<file path="src/rtl/regfile_cc_if.sv">
// Operand/write-back bundle between the LC-3b control datapath and the register file / CC unit.
interface regfile_cc_if #(
  parameter int WIDTH = 16
);
  logic [15:0]      ir;
  logic [WIDTH-1:0] bus;
  logic             ld_reg;
  logic             ld_cc;
  logic             ld_ben;
  logic             dr_mux;
  logic             sr1_mux;
  logic [WIDTH-1:0] sr1_out;
  logic [WIDTH-1:0] sr2_out;
  logic             n;
  logic             z;
  logic             p;
  logic             ben;

  modport master (
    output ir, bus, ld_reg, ld_cc, ld_ben, dr_mux, sr1_mux,
    input  sr1_out, sr2_out, n, z, p, ben
  );

  modport slave (
    input  ir, bus, ld_reg, ld_cc, ld_ben, dr_mux, sr1_mux,
    output sr1_out, sr2_out, n, z, p, ben
  );
endinterface

</file>
<file path="src/rtl/regfile_cc.sv">
// LC-3b general register file with N/Z/P condition codes and branch-enable latch.
// Reads are combinational with no write-through; all loads are independent strobes.
module regfile_cc #(
  parameter int WIDTH = 16,
  parameter int NREGS = 8
) (
  input  logic         clk,
  input  logic         rst_n,
  regfile_cc_if.slave  rf
);
  localparam int AW = $clog2(NREGS);

  logic [WIDTH-1:0] regs_reg [NREGS];
  logic             n_reg, z_reg, p_reg, ben_reg;
  logic             n_next, z_next, p_next, ben_next;
  logic [AW-1:0]    dr, sr1, sr2;

  // IR register fields are 3 bits wide, which is why NREGS must stay 8
  always_comb begin
    dr  = rf.dr_mux  ? AW'(NREGS - 1) : rf.ir[11:9];
    sr1 = rf.sr1_mux ? rf.ir[8:6]     : rf.ir[11:9];
    sr2 = rf.ir[2:0];
  end

  always_comb begin
    n_next   = rf.bus[WIDTH-1];
    z_next   = (rf.bus == '0);
    p_next   = ~rf.bus[WIDTH-1] & (|rf.bus);
    // BEN deliberately uses the flags held before this edge
    ben_next = (rf.ir[11] & n_reg) | (rf.ir[10] & z_reg) | (rf.ir[9] & p_reg);
  end

  always_ff @(posedge clk or negedge rst_n) begin
    if (!rst_n) begin
      for (int i = 0; i < NREGS; i++) begin
        regs_reg[i] <= '0;
      end
    end else if (rf.ld_reg) begin
      regs_reg[dr] <= rf.bus;
    end
  end

  always_ff @(posedge clk or negedge rst_n) begin
    if (!rst_n) begin
      n_reg <= 1'b0;
      z_reg <= 1'b1;
      p_reg <= 1'b0;
    end else if (rf.ld_cc) begin
      n_reg <= n_next;
      z_reg <= z_next;
      p_reg <= p_next;
    end
  end

  always_ff @(posedge clk or negedge rst_n) begin
    if (!rst_n) begin
      ben_reg <= 1'b0;
    end else if (rf.ld_ben) begin
      ben_reg <= ben_next;
    end
  end

  assign rf.sr1_out = regs_reg[sr1];
  assign rf.sr2_out = rf.ir[5] ? {{(WIDTH-5){rf.ir[4]}}, rf.ir[4:0]} : regs_reg[sr2];
  assign rf.n       = n_reg;
  assign rf.z       = z_reg;
  assign rf.p       = p_reg;
  assign rf.ben     = ben_reg;
endmodule
</file>
<file path="src/flat_wrapper.sv">
// flat-port wrapper written by rule: the top's interface ports become plain ports
module regfile_cc_flat 
#(
  parameter int WIDTH = 16,
  parameter int NREGS = 8
)
  (clk, rst_n, rf_ir, rf_bus, rf_ld_reg, rf_ld_cc, rf_ld_ben, rf_dr_mux, rf_sr1_mux, rf_sr1_out, rf_sr2_out, rf_n, rf_z, rf_p, rf_ben);
  regfile_cc_if #(.WIDTH(WIDTH)) rf_i ();
  input  logic clk;
  input  logic rst_n;
  input wire logic [$bits(rf_i.ir)-1:0] rf_ir;
  input wire logic [$bits(rf_i.bus)-1:0] rf_bus;
  input wire logic [$bits(rf_i.ld_reg)-1:0] rf_ld_reg;
  input wire logic [$bits(rf_i.ld_cc)-1:0] rf_ld_cc;
  input wire logic [$bits(rf_i.ld_ben)-1:0] rf_ld_ben;
  input wire logic [$bits(rf_i.dr_mux)-1:0] rf_dr_mux;
  input wire logic [$bits(rf_i.sr1_mux)-1:0] rf_sr1_mux;
  output wire logic [$bits(rf_i.sr1_out)-1:0] rf_sr1_out;
  output wire logic [$bits(rf_i.sr2_out)-1:0] rf_sr2_out;
  output wire logic [$bits(rf_i.n)-1:0] rf_n;
  output wire logic [$bits(rf_i.z)-1:0] rf_z;
  output wire logic [$bits(rf_i.p)-1:0] rf_p;
  output wire logic [$bits(rf_i.ben)-1:0] rf_ben;
  assign rf_i.ir = rf_ir;
  assign rf_i.bus = rf_bus;
  assign rf_i.ld_reg = rf_ld_reg;
  assign rf_i.ld_cc = rf_ld_cc;
  assign rf_i.ld_ben = rf_ld_ben;
  assign rf_i.dr_mux = rf_dr_mux;
  assign rf_i.sr1_mux = rf_sr1_mux;
  assign rf_sr1_out = rf_i.sr1_out;
  assign rf_sr2_out = rf_i.sr2_out;
  assign rf_n = rf_i.n;
  assign rf_z = rf_i.z;
  assign rf_p = rf_i.p;
  assign rf_ben = rf_i.ben;
  regfile_cc #(.WIDTH(WIDTH), .NREGS(NREGS)) u_core (.clk(clk), .rst_n(rst_n), .rf(rf_i));
endmodule
</file>
<file path="config.mk">
export PLATFORM = sky130hd
export DESIGN_NAME = regfile_cc_flat
export DESIGN_NICKNAME = d
export VERILOG_FILES = /design/src/rtl/regfile_cc_if.sv /design/src/rtl/regfile_cc.sv /design/src/flat_wrapper.sv
export SDC_FILE = /design/constraint.sdc
export NUM_CORES = 1
export LEC_CHECK = 0
export CAP_MARGIN = 20
export CORE_AREA = 2 2 157 159
export CTS_BUF_LIST = sky130_fd_sc_hd__clkbuf_16
export CTS_CLUSTER_DIAMETER = 200
export DETAILED_ROUTE_END_ITERATION = 16
export DIE_AREA = 0 0 159 161
export GPL_TIMING_DRIVEN = 0
export MAX_ROUTING_LAYER = met4
export SKIP_CTS_REPAIR_TIMING = 1
export SLEW_MARGIN = 20
export SYNTH_ARGS = -nofsm -noshare
export SYNTH_HDL_FRONTEND = slang
export SYNTH_SLANG_ARGS = --single-unit
</file>
<file path="constraint.sdc">
create_clock -name clk -period 5.45 [get_ports clk]
set_clock_uncertainty 0.15 [all_clocks]
set_input_delay 0.545 -clock clk [delete_from_list [all_inputs] [get_ports clk]]
set_output_delay 0.545 -clock clk [all_outputs]
set_load 0.005 [all_outputs]
</file>
==> impl.org <==
** Clocking
- CTS tree :: yes
- The clock reaches the later pin of the worst-skew pair after approximately 420 ps.
- The clock tree synthesis step divided the H-tree into 4 levels.
- In this run the deepest clock path goes through 2 buffers.
- Clock Pin Slew Worst Setup and Hold Paths :: roughly 60 ps
- Buffers inserted during clock tree synthesis total 17.
- Root Driver :: sky130_fd_sc_hd__clkbuf_16
- Clock sink total :: 132

** Die
- The floorplan step set the die height to around 160 µm.
- Die boundary width :: 159 µm
- Effective utilization at floorplan :: 0.2966
- Pin placement for this block handled 75 I/O pins.
- Std-Cell Core Area :: about 24,000 µm²
- Area of the die :: 25,600 µm²
- After floorplanning, the core was divided into 57 placement rows.

** Placed design
- Place WS :: 1461 ps
- Final HPWL DP :: around 14 mm
- At the end of routability-driven placement, the weighted congestion stood at 0.7925.
- Placed Area :: just over 8000 µm²
- Including well taps, the total number of placed cells is 874.
- IO buf count :: 64

** Synth
- Of the synthesized area, sequential elements account for 0.4649.
- Warning count from the yosys run :: 0
- The cell area that synthesis handed to floorplanning was about 7000 µm².
- The number of different library cells used by synthesis comes to 35.
- Flip-flop and latch count after synthesis :: 132
- The number of nets handed over by synthesis was 524.
- In the synthesized netlist the async set-or-reset flop fraction comes to 1.000.
- The synthesized design contains 0 enable-type register cells.
- Synthesis handed over a netlist of a little under 500 instances.
- Ys flop type :: sky130_fd_sc_hd__dfrtp_1
- Synthesized area per cell :: 14.66 µm²

** Timing
- Worst-case setup margin in the final layout :: roughly 1500 ps
- At the pin with the least slew margin, the transition time is 940.2 ps.
- RSZ-0062 raised after global routing :: no
- Number of max-slew violations in the final report :: 0
- Based on the critical path, the design can be clocked at up to about 0.25 GHz.
- The final hold violation count was 0.
- Headroom to the max-slew limit :: 0.3732
- After routing, the total negative slack on setup checks comes to 0 ps.
- Setup violators final :: 0
- In the finished design, the share of the clock period the worst path needs comes to 0.7247.
- The tightest hold path in the finished design has a slack of 362.1 ps.
- For the finished layout, the period the worst path requires is 3950 ps.

** Final layout
- Fill cells in the final layout number between 2,000 and 2,500.
- P&R area growth vs syn :: 23.43%
- Total area of multi-input combinational cells :: 3595 µm²
- Largest register FFs :: 128
- In the final layout, the share of cells above drive strength 1 is 0.3859.
- Measured on the finished design, the core utilization comes to 0.3661.
- Across the whole layout, storage elements account for ~3300 µm².
- Non-filler instance count after layout :: just over 900
- 0 antenna diodes ended up in the layout.
- Final Cell Area :: 8773 µm²
- Final nets :: around 600

** Worst hold path
- In this run the worst hold path is classified as flop to flop.
- The worst hold path begins at u_core.regs_reg[76].

** Detailed routing
- Post-Route WL :: about 21 mm
- Average wire per cell in the routed design :: ~23 µm
- Detailed-router iteration count before antenna repair :: 5
- Detailed routing inserted a total of about 4,800 vias.
- Initial drt markers :: roughly 410
- For this run, design rule violations remaining after detail routing come to 0.
- Remaining antenna violation count after routing :: 0
- Per-cell via count in the routed design :: 5.287

** Pwr
- The analysis attributes to net switching a power of approximately 870 µW.
- Part of the power in combinational logic :: 0.237
- Of the total power, the share spent switching nets is 0.2675.
- Of the total power, the clock network draws 0.348.
- In this run the static leakage power is around 3.6 nW.
- Internal cell power :: 2.393 mW
- The share of total power dissipated in sequential elements is 0.416.
- Power comes to 3.266 mW.
- Power density over cell area :: about 370 nW/µm²
- Peak supply drop :: a little over 0.0002 V

** Setup path
- Highest net fanout along the worst path :: 10
- Worst Path Required :: between 4000 and 5000 ps
- Data arrival time of the critical path :: roughly 3300 ps
- Start point of the critical path :: rf_ir[10]
- The worst register-to-register path begins at u_core.rf.n.
- Worst setup SP type :: input port
- The worst setup path is of the input port to primary output kind.
- STA classifies the critical path endpoint as a primary output.

** Global routing
- Largest net degree at the start of global routing :: 70
- Initial antenna violation count :: 0
- Global routing finished with a remaining overflow of 0.
- Via count of the first global-routing pass :: between 5,000 and 6,000
- Aggregate global-route resource usage :: 0.1739
- First-pass GRT wire length :: 31.94 mm

** Run
- The tool flagged a number of max-cap violations equal to 0.

** Outcome
- Run status :: completed
-- worst paths after layout --
check | to | slack [ps] | cells after the start
worst max-delay path | rf_sr1_out[14] | 1500 | 7
worst min-delay path | u_core.regs_reg[76] | 360 | 1
worst max register to register | u_core.rf.ben | 4330 | 2
worst min register to register | u_core.regs_reg[76] | 360 | 1
max in group asynchronous | u_core.regs_reg[36] | 3910 | 3
min in group asynchronous | u_core.regs_reg[44] | 520 | 2
-- worst max-delay path, cell delays in order --
cell                              delay, ps
sky130_fd_sc_hd__clkdlybuf4s50_1        470
sky130_fd_sc_hd__buf_2                  220
sky130_fd_sc_hd__mux2i_1                620
sky130_fd_sc_hd__clkbuf_1               640
sky130_fd_sc_hd__nand2_1                100
sky130_fd_sc_hd__nand2_1                140
sky130_fd_sc_hd__clkdlybuf4s50_1        520
-- Yosys cell counts, types with 4 or more instances --
cell type	count	area (µm²)
sky130_fd_sc_hd__mux2_1	22	247.7
sky130_fd_sc_hd__mux4_2	53	1194
sky130_fd_sc_hd__mux4_1	10	262.8
sky130_fd_sc_hd__nand2_1	53	198.9
sky130_fd_sc_hd__buf_6	5	56.30
sky130_fd_sc_hd__clkbuf_1	10	37.54
sky130_fd_sc_hd__mux2_2	109	1227
sky130_fd_sc_hd__o22ai_1	12	75.07
sky130_fd_sc_hd__dfrtp_1	131	3278
sky130_fd_sc_hd__buf_2	17	85.08
sky130_fd_sc_hd__o21ai_0	8	40.04
sky130_fd_sc_hd__nor4_1	4	25.02
sky130_fd_sc_hd__nor2_1	17	63.81
-- logic make-up (layout without fill, tap and decap cells) --
family                 Yosys count  after routing  share of synthesized area
AND/OR/NAND/NOR                 89             89                    0.06055
buffers and inverters           37            135                    0.02940
AO/OA/AOI/OAI                   29             29                    0.02535
flip-flops                     132            132                     0.4649
multiplexers                   198            198                     0.4198
-- power by group through the flow --
stage	combinational (mW)	clock, mW	sequential [mW]
global route	0.831	1.20	1.38
CTS	0.783	1.15	1.35
finish	0.774	1.14	1.36
detailed placement	0.780	0	1.37
global placement	0.755	0	1.34
floorplan	0.518	0	1.31
-- cell type report --
type / count / share of cell area
multi-input combinational: 316 / 0.4097
tap: 324 / 0.04621
buffer: 35 / 0.02296
clock inverter: 15 / 0.01726
timing repair buffer: 66 / 0.07787
sequential: 132 / 0.3766
clock buffer: 17 / 0.04849
inverter: 2 / 0.0008557
-- layer usage --
layer / up-vias / part of all wire / global-route usage / routed length (µm)
met3: 32 / 0.053 / 0.04340 / 1112
met5: - / 0 / - / 0
met1: 2564 / 0.42 / 0.2114 / 8846
met4: 0 / 0.018 / 0.05289 / 380
met2: 168 / 0.51 / 0.2879 / 10720
li1: 2031 / - / - / -
-- cells in the final DEF, fill, tap and decap left out, types with 2 or more instances in the layout --
master                              n
sky130_fd_sc_hd__clkbuf_16         17
sky130_fd_sc_hd__nand3b_2           3
sky130_fd_sc_hd__buf_6              5
sky130_fd_sc_hd__inv_1              7
sky130_fd_sc_hd__mux4_1            10
sky130_fd_sc_hd__clkinv_2           3
sky130_fd_sc_hd__and3_1             2
sky130_fd_sc_hd__nor2_1            17
sky130_fd_sc_hd__mux2_2           109
sky130_fd_sc_hd__buf_4              3
sky130_fd_sc_hd__clkinvlp_4         2
sky130_fd_sc_hd__mux2i_1            3
sky130_fd_sc_hd__mux2_1            22
sky130_fd_sc_hd__clkdlybuf4s50_1   63
sky130_fd_sc_hd__o21ai_0            8
sky130_fd_sc_hd__dfrtp_1          131
sky130_fd_sc_hd__nand2_1           53
sky130_fd_sc_hd__buf_2             17
sky130_fd_sc_hd__clkbuf_1          10
sky130_fd_sc_hd__nand2b_1           3
sky130_fd_sc_hd__nor4_1             4
sky130_fd_sc_hd__a21oi_1            2
sky130_fd_sc_hd__mux4_2            53
sky130_fd_sc_hd__nor3b_4            2
sky130_fd_sc_hd__o22ai_1           12
sky130_fd_sc_hd__bufinv_16          3
(Power assumes the default switching activity.)
==> patch 1: new RTL, same settings <==
Make the reset (`rst_n`) synchronous in 3 clocked blocks.
--- a/src/rtl/regfile_cc.sv
+++ b/src/rtl/regfile_cc.sv
@@ -31,5 +31,5 @@
   end
 
-  always_ff @(posedge clk or negedge rst_n) begin
+  always_ff @(posedge clk) begin
     if (!rst_n) begin
       for (int i = 0; i < NREGS; i++) begin
@@ -41,5 +41,5 @@
   end
 
-  always_ff @(posedge clk or negedge rst_n) begin
+  always_ff @(posedge clk) begin
     if (!rst_n) begin
       n_reg <= 1'b0;
@@ -53,5 +53,5 @@
   end
 
-  always_ff @(posedge clk or negedge rst_n) begin
+  always_ff @(posedge clk) begin
     if (!rst_n) begin
       ben_reg <= 1'b0;
Function: differs if rst_n is asserted again (counterexample within 4 cycles, from zero or initial values and one cycle with rst_n low); with rst_n held inactive, the same outputs for 4 cycles.
==> patch 1 against the original RTL <==
Synthesized area about the same; sequential cell count unchanged; first-iteration DRC count increased by 26%; cell area increased by 1.1%; die area unchanged; worst setup slack improved by 0.053 ns; total power decreased by 15%; sequential power decreased by 11%; via count increased by 0.35%; largest power group unchanged; routed wire length increased by 4.9%; synthesized cell count increased by 2.7%; critical endpoint is now rf_sr1_out[7]; count of clock-buffer cells in the layout unchanged.
==> patch 1: results (changes against the original RTL) <==
| Metric | Value |
|---|---|
| Count of cell types in the netlist | 40 (was 35) |
| Crit path from | rf_ir[10] (unchanged) |
| Cts bufs inserted | 17 (unchanged) |
| Global-route wire length before repair | 32100 um (was 31900 um) |
| Root buf cell | clkbuf_16 (unchanged) |
| DR iter-0 viols | 510 (was 405) |
| Reg2reg start | u_core.rf.p$_SDFFE_PN0P_ (was u_core.rf.n$_DFFE_PN0P_) |
| Vias/cell | 5.22 (was 5.29) |
| Setup slack on the worst flop-to-flop path | 4.32 ns (was 4.33 ns) |
| Pleak | 3.11 nW (was 3.64 nW) |
| Number of flip-flops in the largest register | 128 (unchanged) |
| Reg2reg path depth | 3 (was 2) |
| Placed cell area | 8280 um^2 (was 8190 um^2) |
| Drt pass-1 iters | 5 (unchanged) |
| Detailed placement HPWL | 14500 um (was 14200 um) |
| Post-synth ARST share | 0 (was 1.00) |
| Layout Nets | 623 (was 609) |
| DRC | 0 (unchanged) |
| Port bufs | 64 (unchanged) |
| Outcome | finished, final reports clean (unchanged) |
| Initial antenna violation count | 0 (unchanged) |
| Slew of the pin with the lowest slew margin | 1.13 ns (was 0.940 ns) |
| Peak VDD IR | 0.186 mV (was 0.202 mV) |
| Tot GR Track Use | 0.180 (was 0.174) |
| Largest net degree at the start of global routing | 17 (was 70) |
| Worst-Skew Late Latency | 0.42 ns (about the same) |
| Vias in the first global route | 5117 (was 5217) |
| Layout fillers | 2298 (was 2322) |
| Maximum clock path buffer count | 2 (unchanged) |
| Ranking of synthesized cells by area | edfxtp_1, mux4_2, and2_1 (was dfrtp_1, mux2_2, mux4_2) |
| Syn_nets | 537 (was 524) |
| Final Wtd Congestion | 0.871 (was 0.793) |
| H-tree levels | 4 (unchanged) |
| CP endpoint | rf_sr1_out[7] (was rf_sr1_out[14]) |
| Synth warn | 0 (unchanged) |
| Max FO, Critical Path | 10 (unchanged) |
| EDFF count, synth | 128 (was 0) |
| Fraction of layout cells with a size suffix above 1 | 0.198 (was 0.386) |
| R2R Path End | u_core.rf.ben$_SDFFE_PN0P_ (was u_core.rf.ben$_DFFE_PN0P_) |
| Synth top cells by count | and2_1, edfxtp_1, nand2_1, mux4_2, nor2_1 (was dfrtp_1, mux2_2, mux4_2, nand2_1, mux2_1) |
| Sw Ratio | 0.242 (was 0.267) |
| ANT cells | 0 (unchanged) |
| Post-synthesis sequential area ratio | 0.552 (was 0.465) |
| Clk pin slew, worst setup/hold paths | 0.06 ns (about the same) |
| Yosys top cell by area | edfxtp_1 (was dfrtp_1) |
| Detailed Route WL | 22100 um (was 21100 um) |
| HP Class | flip-flop to flip-flop (unchanged) |
[patch 1: cell types whose count changed in the layout (fill, tap and decap cells not counted), moves of 6 or more]
cell | unedited run | this run
buf_2 | 17 | 10
mux2_1 | 22 | 0
clkbuf_1 | 10 | 16
dfrtp_1 | 131 | 0
edfxtp_1 | 0 | 128
mux2_2 | 109 | 1
and2_1 | 0 | 128
[patch 1: per-stage QoR]
step	cells	hold slack (ns)	util	setup WS, ns
2_1_floorplan	498	0.327	-	2.62
3_3_place_gp	886	0.323	0.340	0.766
3_5_place_dp	889	0.341	0.345	1.55
4_1_cts	921	0.354	0.370	1.54
5_1_grt	921	0.375	0.370	1.36
6_report	921	0.347	0.370	1.55
[patch 1: how the worst min path moves through the flow]
stage,start,endpoint,slack (ns),depth (start not counted)
2_1_floorplan,u_core.rf.z$_SDFFE_PN1P_,u_core.rf.z$_SDFFE_PN1P_,0.33,1
3_3_place_gp,u_core.rf.z$_SDFFE_PN1P_,u_core.rf.z$_SDFFE_PN1P_,0.32,1
3_5_place_dp,u_core.rf.ben$_SDFFE_PN0P_,u_core.rf.ben$_SDFFE_PN0P_,0.34,1
4_1_cts,u_core.rf.ben$_SDFFE_PN0P_,u_core.rf.ben$_SDFFE_PN0P_,0.35,1
5_1_grt,u_core.rf.z$_SDFFE_PN1P_,u_core.rf.z$_SDFFE_PN1P_,0.37,1
6_report,u_core.rf.ben$_SDFFE_PN0P_,u_core.rf.ben$_SDFFE_PN0P_,0.35,1
[patch 1: per-layer routing]
metal,vias up,GRT usage,routed length (um)
met3,65,0.0313,1300
met2,202,0.318,11700
met5,-,-,0
li1,2067,-,-
met4,0,0.0971,844
met1,2478,0.195,8230
[patch 1: critical path, cell delays in order]
cell and delay, ns:
clkdlybuf4s50_1 0.41, buf_2 0.21, mux2i_1 0.62, clkbuf_1 0.63, nand2_1 0.12, nand2_1 0.14, clkdlybuf4s50_1 0.52
[patch 1: power groups by stage]
stage               Combinational [mW]  Clock [mW]  Sequential, mW
floorplan                        0.212           0            1.21
global placement                 0.388           0            1.23
detailed placement               0.403           0            1.23
CTS                              0.404        1.16            1.21
global route                     0.427        1.20            1.22
finish                           0.401        1.16            1.21
[patch 1: layout make-up]
type                            count  area (um^2)  share of cell area
Tap cell                          324          405              0.0457
Clock inverter                     15          166              0.0188
Multi-Input combinational cell    328         3050               0.344
Clock buffer                       17          425              0.0480
Buffer                             35          185              0.0209
Sequential cell                   132         3920               0.443
Timing Repair Buffer               67          698              0.0787
Inverter                            3         11.3             0.00127
[patch 1: cell families after synthesis]
| kind of cell | Yosys count | synth area share |
|---|---|---|
| muxes | 69 | 0.217 |
| AOI/OAI and AO/OA | 37 | 0.0325 |
| and+or+nand+nor | 222 | 0.171 |
| DFF | 132 | 0.552 |
| buffers and inverters | 38 | 0.0276 |
==> patch 2: new RTL, same settings <==
Made on the original files. `WIDTH` is set to 16 in 3 places; all go to 32.
--- a/src/rtl/regfile_cc_if.sv
+++ b/src/rtl/regfile_cc_if.sv
@@ -1,5 +1,5 @@
 // Operand/write-back bundle between the LC-3b control datapath and the register file / CC unit.
 interface regfile_cc_if #(
-  parameter int WIDTH = 16
+  parameter int WIDTH = 32
 );
   logic [15:0]      ir;
--- a/src/rtl/regfile_cc.sv
+++ b/src/rtl/regfile_cc.sv
@@ -2,5 +2,5 @@
 // Reads are combinational with no write-through; all loads are independent strobes.
 module regfile_cc #(
-  parameter int WIDTH = 16,
+  parameter int WIDTH = 32,
   parameter int NREGS = 8
 ) (
--- a/src/flat_wrapper.sv
+++ b/src/flat_wrapper.sv
@@ -2,5 +2,5 @@
 module regfile_cc_flat 
 #(
-  parameter int WIDTH = 16,
+  parameter int WIDTH = 32,
   parameter int NREGS = 8
 )
Interface: changed (resized rf_bus, rf_sr1_out and rf_sr2_out); port bits go from 75 to 123. The function was not compared with the original's and may differ.
==> patch 2 against the original RTL <==
Worst setup slack improved by 0.13 ns; critical path type unchanged; non-clock buffer count is 87 higher; hold slack got worse by 0.069 ns; maximum frequency increased by 3.4%; total power grew 86%; count of clock-buffer cells in the layout grew 12; sequential cell count grew 128; routed wire length rose by 78%; synthesized area is 92% higher; cell area rose by 85%.
==> patch 2: results (changes against the original RTL) <==
| Metric | Value |
|---|---|
| Outcome | finished, final reports clean (unchanged) |
| Maximum clock path buffer count | 3 (was 2) |
| Post-route cell area | 16200 um^2 (was 8770 um^2) |
| Clock buf count | 29 (was 17) |
| Peak VDD IR | 0.323 mV (was 0.202 mV) |
| Layout inverter count without the clock tree | 4 (was 2) |
| Fin util | 0.676 (was 0.366) |
| Synth top cells by count | dfrtp_1, mux2_2, mux4_2, nand2_1, buf_2 (was dfrtp_1, mux2_2, mux4_2, nand2_1, mux2_1) |
| Detailed placement HPWL | 23700 um (was 14200 um) |
| Int Pwr | 4.43 mW (was 2.39 mW) |
| DR WL met2 | 17600 um (was 10700 um) |
| Initial antenna violation count | 1 (was 0) |
| Reg power frac | 0.441 (was 0.416) |
| Sw Ratio | 0.269 (was 0.267) |
| Avg Cell Area, Syn | 14.6 um^2 (was 14.7 um^2) |
| Slowest stage delay, CP | 0.71 ns (was 0.64 ns) |
| H-tree levels | 1 (was 4) |
| Vias in the first global route | 9275 (was 5217) |
| Wire per inst | 26.2 um (was 23.2 um) |
| Nonclk buf count | 188 (was 101) |
| Post-synthesis sequential area ratio | 0.476 (was 0.465) |
| Clk pwr share | 0.312 (was 0.348) |
| Final Wtd Congestion | 0.810 (was 0.793) |
| ANT cells | 1 (was 0) |
| M3 GR Usage | 0.0488 (was 0.0434) |
## patch 2: cell types whose count changed after synthesis, moves of 16 or more
cell	delta
dfrtp_1	+128
mux2_2	+126
mux4_2	+74
nand2_1	+52
buf_2	+27
nor2_1	+17
o22ai_1	+16
## patch 2: worst paths after layout
| kind | start | slack (ns) | cells past startpoint | to |
|---|---|---|---|---|
| max in group asynchronous | rst_n | 3.69 | 4 | u_core.regs_reg[175]$_DFFE_PN0P_ |
| worst max-delay path | rf_ir[2] | 1.63 | 7 | rf_sr2_out[22] |
| worst min-delay path | rst_n | 0.29 | 2 | u_core.regs_reg[97]$_DFFE_PN0P_ |
| worst min register to register | u_core.regs_reg[3]$_DFFE_PN0P_ | 0.37 | 1 | u_core.regs_reg[3]$_DFFE_PN0P_ |
| min in group clk | rf_bus[31] | 0.33 | 3 | u_core.regs_reg[95]$_DFFE_PN0P_ |
| worst max register to register | u_core.rf.n$_DFFE_PN0P_ | 4.02 | 2 | u_core.rf.ben$_DFFE_PN0P_ |
